==> config.mk <==
export PLATFORM = sky130hd
export DESIGN_NAME = fetch_sequencer
export DESIGN_NICKNAME = d
export VERILOG_FILES = /design/src/rtl/fetch_sequencer.sv
export SDC_FILE = /design/constraint.sdc
export NUM_CORES = 1
export LEC_CHECK = 0
export ABC_AREA = 1
export BUFFER_PORTS_ARGS = -buffer_cell sky130_fd_sc_hd__buf_2
export CAP_MARGIN = 20
export CORE_ASPECT_RATIO = 1.1
export CORE_UTILIZATION = 48
export CTS_CLUSTER_SIZE = 8
export DETAILED_ROUTE_END_ITERATION = 7
export PLACE_DENSITY = 0.86
export SLEW_MARGIN = 20
export SYNTH_ARGS = -nofsm -noshare
export SYNTH_HDL_FRONTEND = slang
export SYNTH_SLANG_ARGS = --single-unit
==> constraint.sdc <==
create_clock -name clock -period 2.8 [get_ports clock]
set_input_delay 0.28 -clock clock [delete_from_list [all_inputs] [get_ports clock]]
set_output_delay 0.28 -clock clock [all_outputs]
set_load 0.005 [all_outputs]
==> src/rtl/fetch_sequencer.sv <==
// Instruction-fetch controller: owns the PC, issues instruction-memory requests,
// captures fetched words and drives the PC-latch load strobe and next-PC value.
module fetch_sequencer #(
    parameter logic [31:0] RESET_VECTOR = 32'h0000_0000,
    parameter logic [31:0] EXC_VECTOR   = 32'h8000_0180,
    parameter int unsigned MAX_WAIT     = 15
) (
    input  logic        clock,
    input  logic        reset,
    input  logic        stall,
    input  logic        branch_taken,
    input  logic [31:0] branch_target,
    input  logic        jump,
    input  logic [31:0] jump_target,
    input  logic        exception,
    input  logic        imem_ready,
    input  logic [31:0] imem_rdata,
    output logic        imem_req,
    output logic [31:0] imem_addr,
    output logic        pc_enable,
    output logic [31:0] pc_next,
    output logic [31:0] pc_current,
    output logic        instr_valid,
    output logic [31:0] instr,
    output logic        fetch_timeout
);

    localparam logic [1:0] S_IDLE  = 2'd0;
    localparam logic [1:0] S_FETCH = 2'd1;
    localparam logic [1:0] S_HOLD  = 2'd2;

    localparam logic [7:0] WAIT_LIMIT = 8'(MAX_WAIT);

    function automatic logic [7:0] sat_inc(input logic [7:0] v);
        return (v == 8'hFF) ? v : v + 8'd1;
    endfunction

    logic [1:0]  state_q, state_d;
    logic [31:0] pc_q;
    logic [31:0] instr_q, instr_d;
    logic        valid_q, valid_d;
    logic        timeout_q, timeout_d;
    logic [7:0]  wait_q, wait_d;

    logic        in_fetch, in_hold;
    logic        redir_req, redir;
    logic        advance;

    assign in_fetch = (state_q == S_FETCH);
    assign in_hold  = (state_q == S_HOLD);

    // Stall only masks jump/branch; an exception always wins.
    assign redir_req = exception | ((jump | branch_taken) & ~stall);
    assign redir     = redir_req & (in_fetch | in_hold);

    always_comb begin
        pc_next = pc_q + 32'd4;
        if (redir_req) begin
            if (exception)
                pc_next = EXC_VECTOR;
            else if (jump)
                pc_next = jump_target;
            else
                pc_next = branch_target;
        end
    end

    assign advance   = (in_fetch & imem_ready & ~stall) | (in_hold & ~stall);
    assign pc_enable = redir | advance;

    always_comb begin
        state_d   = state_q;
        instr_d   = instr_q;
        valid_d   = valid_q;
        timeout_d = timeout_q;
        wait_d    = wait_q;

        case (state_q)
            S_IDLE: begin
                state_d = S_FETCH;
            end
            S_FETCH: begin
                if (redir) begin
                    valid_d = 1'b0;
                    wait_d  = 8'd0;
                end else if (imem_ready) begin
                    instr_d = imem_rdata;
                    valid_d = 1'b1;
                    wait_d  = 8'd0;
                    state_d = stall ? S_HOLD : S_FETCH;
                end else begin
                    valid_d = 1'b0;
                    wait_d  = sat_inc(wait_q);
                    if (wait_d == WAIT_LIMIT)
                        timeout_d = 1'b1;
                end
            end
            S_HOLD: begin
                if (redir) begin
                    valid_d = 1'b0;
                    wait_d  = 8'd0;
                    state_d = S_FETCH;
                end else if (!stall) begin
                    valid_d = 1'b0;
                    state_d = S_FETCH;
                end
            end
            default: begin
                state_d = S_IDLE;
                valid_d = 1'b0;
            end
        endcase
    end

    always_ff @(posedge clock or posedge reset) begin
        if (reset) begin
            state_q   <= S_IDLE;
            pc_q      <= RESET_VECTOR;
            instr_q   <= 32'd0;
            valid_q   <= 1'b0;
            timeout_q <= 1'b0;
            wait_q    <= 8'd0;
        end else begin
            state_q   <= state_d;
            instr_q   <= instr_d;
            valid_q   <= valid_d;
            timeout_q <= timeout_d;
            wait_q    <= wait_d;
            if (pc_enable)
                pc_q <= pc_next;
        end
    end

    assign imem_req      = in_fetch;
    assign imem_addr     = pc_q;
    assign pc_current    = pc_q;
    assign instr_valid   = valid_q;
    assign instr         = instr_q;
    assign fetch_timeout = timeout_q;

endmodule

==> flow_summary_export.csv <==
group,metric,value,unit
timing,hold_viol,0,
detailed_routing,drc,0,
power_and_ir_drop,seqPwrFrac,36.0,%
grt,grt_pass1_wl,25100,um
critical_path,path_class,"flip-flop to primary output",
synthesis,synth_cells,772,
place,hpwlAfterDp,12390,um
detailed_routing,drt-total-wl,16050,um
detailed_routing,initialDrtViolationCount,300,
grt,overflow,0,
die,start_util,49.53,%
clock_network,cts_tree,"built",
finish,mostFrequentLayoutCell,"nand2_1",
clock_network,cts.clk_slew.worst_paths,0.06,ns
timing,rsz0062_at_grt,"false",
die,die-height,110.9,um
finish,fin_area,0.006506,mm2
synthesis,netlist_area,0.005172,mm2
critical_path,crit_path_top_delay_cell,"dfrtp_1",
die,die_area,0.01120,mm2
synthesis,yosysWarnings,0,
critical_path,crit_start,"imem_addr[3]",
timing,setup_viol,0,
detailed_routing,vias,5729,
critical_path,max_stage_delay,0.45,ns
detailed_routing,postRouteAntennaNets,0,
place,place.gp.congestion,0.9319,
detailed_routing,wire_per_inst,14.36,um
timing,max_freq,0.3750,GHz
finish,fillers,1015,
power_and_ir_drop,p_clk_share,19.9,%
die,rows,39,
critical_path,crit_arrival,2.39,ns
synthesis,synth_top_area_share,36.77,%
clock_network,clock_latency,0.34,ns
power_and_ir_drop,switchingPower,2.475,mW
power_and_ir_drop,combPwrFrac,44.2,%
critical_path,cp_max_fo,6,
critical_path,cp-end-kind,"primary output",
die,core_area,0.01044,mm2
synthesis,ys_ff_latch,76,
clock_network,cts_setup_buffers,0,
synthesis,syn_nets,881,
timing,finalWorstSetupSlack,0.1331,ns
synthesis,seq_area_frac_synth,36.77,%
detailed_routing,viasPerCell,5.124,
clock_network,cts_root_buf,"clkbuf_16",
synthesis,ys_types,31,
clock_network,cts.sinks,76,
timing,slew_headroom,44.07,%
finish,final_nets,1078,
timing,worstMarginPinSlew,0.8380,ns
critical_path,start_kind,"flip-flop",
grt,track_usage,29.05,%
detailed_routing,firstDrtPassIters,5,
critical_path,cp.required,2.52,ns
clock_network,cts_buffer_depth,2,
grt,grt_pass1_vias,5276,
power_and_ir_drop,switching_share,42.85,%
finish,area_delta_synth_final,25.79,%
die,io_pins,235,
grt,grt_max_degree,51,
job,maxCapViolations,0,
worst_hold_path,hp-class,"input port to async pin",
critical_path,path_cells,"ha_1 -> nand2_1 -> nor2_1 -> nand2_1 -> inv_1 -> nand2_1 -> nand2_1 -> nand3_1 -> and2_1 -> buf_2",
clock_network,cts_buffers,9,
power_and_ir_drop,cell_internal_pwr,3.301,mW
timing,period_share,95.25,%
critical_path,r2r_start,"imem_addr[3]",
clock_network,cts_htree_levels,3,
timing,maxSlewViolCount,0,
timing,finalSetupTns,0,ns
finish,final_cell_mix,"272 x nand2_1, 234 x buf_2, 83 x o21ai_0",
power_and_ir_drop,ir_drop,0.5133,mV
clock_network,cts_resized,0,
synthesis,netlist_top_cells_area,"dfrtp_1 37%, nand2_1 20%, o21ai_0 8.0%, nand3_1 6.1%, nor2_1 5.9%",
place,dpl_worst_slack,0.5204,ns
power_and_ir_drop,p_leak,3.475,nW
critical_path,r2r_slack,0.73,ns
place,portBuffers,234,
power_and_ir_drop,p_per_area,887.9,mW/mm2
run_status,status,"completed",
timing,period_needed,2.667,ns
timing,fin_skew,0.004599,ns
clock_network,cts_hold_buf,0,
grt,antenna_found_initial,1,
synthesis,synth.largest_area_cell,"dfrtp_1",
place,dpl-instance-area,0.006210,mm2
finish,drive_gt1_share,28.75,%
die,die_w,101.0,um
synthesis,postSynthAreaPerCell,6.700,um2
critical_path,cp_common_cell,"nand2_1",
## cells by family (layout without fill, tap and decap cells)
kind of cell             Yosys count  after routing  share of synthesized area, %
buffers and inverters            121            323                         12.17
AO/OA/AOI/OAI                    115            115                         12.46
adder cells (fa/ha/maj)            6              6                         1.451
other                              0              1                             0
flip-flops                        76             76                         36.77
XOR/XNOR                           9              9                         1.524
AND/OR/NAND/NOR                  445            445                         35.63
## power by group through the flow
| stage | Sequential (mW) | Combinational [mW] | Clock, mW |
|---|---|---|---|
| after CTS | 2.07 | 2.55 | 1.16 |
| after detailed placement | 2.07 | 2.55 | 0 |
| final | 2.08 | 2.55 | 1.15 |
| after floorplan | 1.98 | 1.75 | 0 |
| after global routing | 2.14 | 2.89 | 1.21 |
| after global placement | 2.07 | 2.47 | 0 |
## Yosys cell counts
library cell and n:
a31oi_1 1, o31ai_2 3, nor2_4 3, buf_2 8, or2_2 1, nor2_1 81
nor3_2 1, nand3_1 63, xor2_1 8, o22ai_1 4, a21boi_0 8, clkbuf_1 12
inv_1 59, nand2_2 3, inv_2 3, dfrtp_1 76, xnor2_1 1, a21boi_1 1
o211ai_1 1, buf_6 5, nand3b_1 2, nand2_1 272, a21oi_1 4, nand4_1 3
o31ai_1 6, nor2_2 5, and2_1 11, o21ai_1 4, o21ai_0 83, ha_1 6
buf_4 34
## worst max-delay path: cells and delay by family (launching register included)
family	cells	cell delay (ns)
fa+ha+maj	1	0.24
buf+inv	2	0.30
flops	1	0.45
simple gates	7	1.05
## per-layer routing
metal  wire length, um  global-route usage [%]  vias up
met4               428                   12.75        0
met2              7880                   49.77      271
li1                  -                       -     2830
met5                 0                       0        -
met3              1171                   4.792       31
met1              6573                   35.57     2597
## final timing paths
check	to	cells after the start
setup / recovery	pc_next[26]	10
hold / removal	imem_addr[1]	2
setup reg to reg	imem_addr[10]	10
hold reg to reg	fetch_timeout	2
max in group asynchronous	imem_addr[22]	3
min in group clock	instr[31]	3
## sequential cells by signal (all words and copies together) (netlist names)
register	cells
state_q	2
instr_valid	1
wait_q	8
instr	32
fetch_timeout	1
imem_addr	32
## final cells by class
type	count	area, um2	area share [%]
inverter	62	234.0	3.596
sequential	76	1902	29.23
multi-input combinational	575	2641	40.60
clock inverter	6	65.06	1.000
antenna	1	2.502	0.03846
clock buffer	10	229.0	3.519
timing repair buffer	245	1254	19.27
tap	143	178.9	2.750
## through the flow
| stage | cells | hold slack [ns] | power [mW] | util [%] |
|---|---|---|---|---|
| 6_report | 1118 | 0.07822 | 5.777 | 62.31 |
| 5_1_grt | 1118 | 0.1397 | 6.241 | 62.31 |
| 2_1_floorplan | 772 | 0.3966 | 3.731 | - |
| 3_5_place_dp | 1101 | 0.4435 | 4.625 | 59.47 |
| 4_1_cts | 1117 | 0.1066 | 5.785 | 62.28 |
| 3_3_place_gp | 1101 | 0.4393 | 4.542 | 59.47 |
Note: power is estimated with default switching activity, not from simulation.
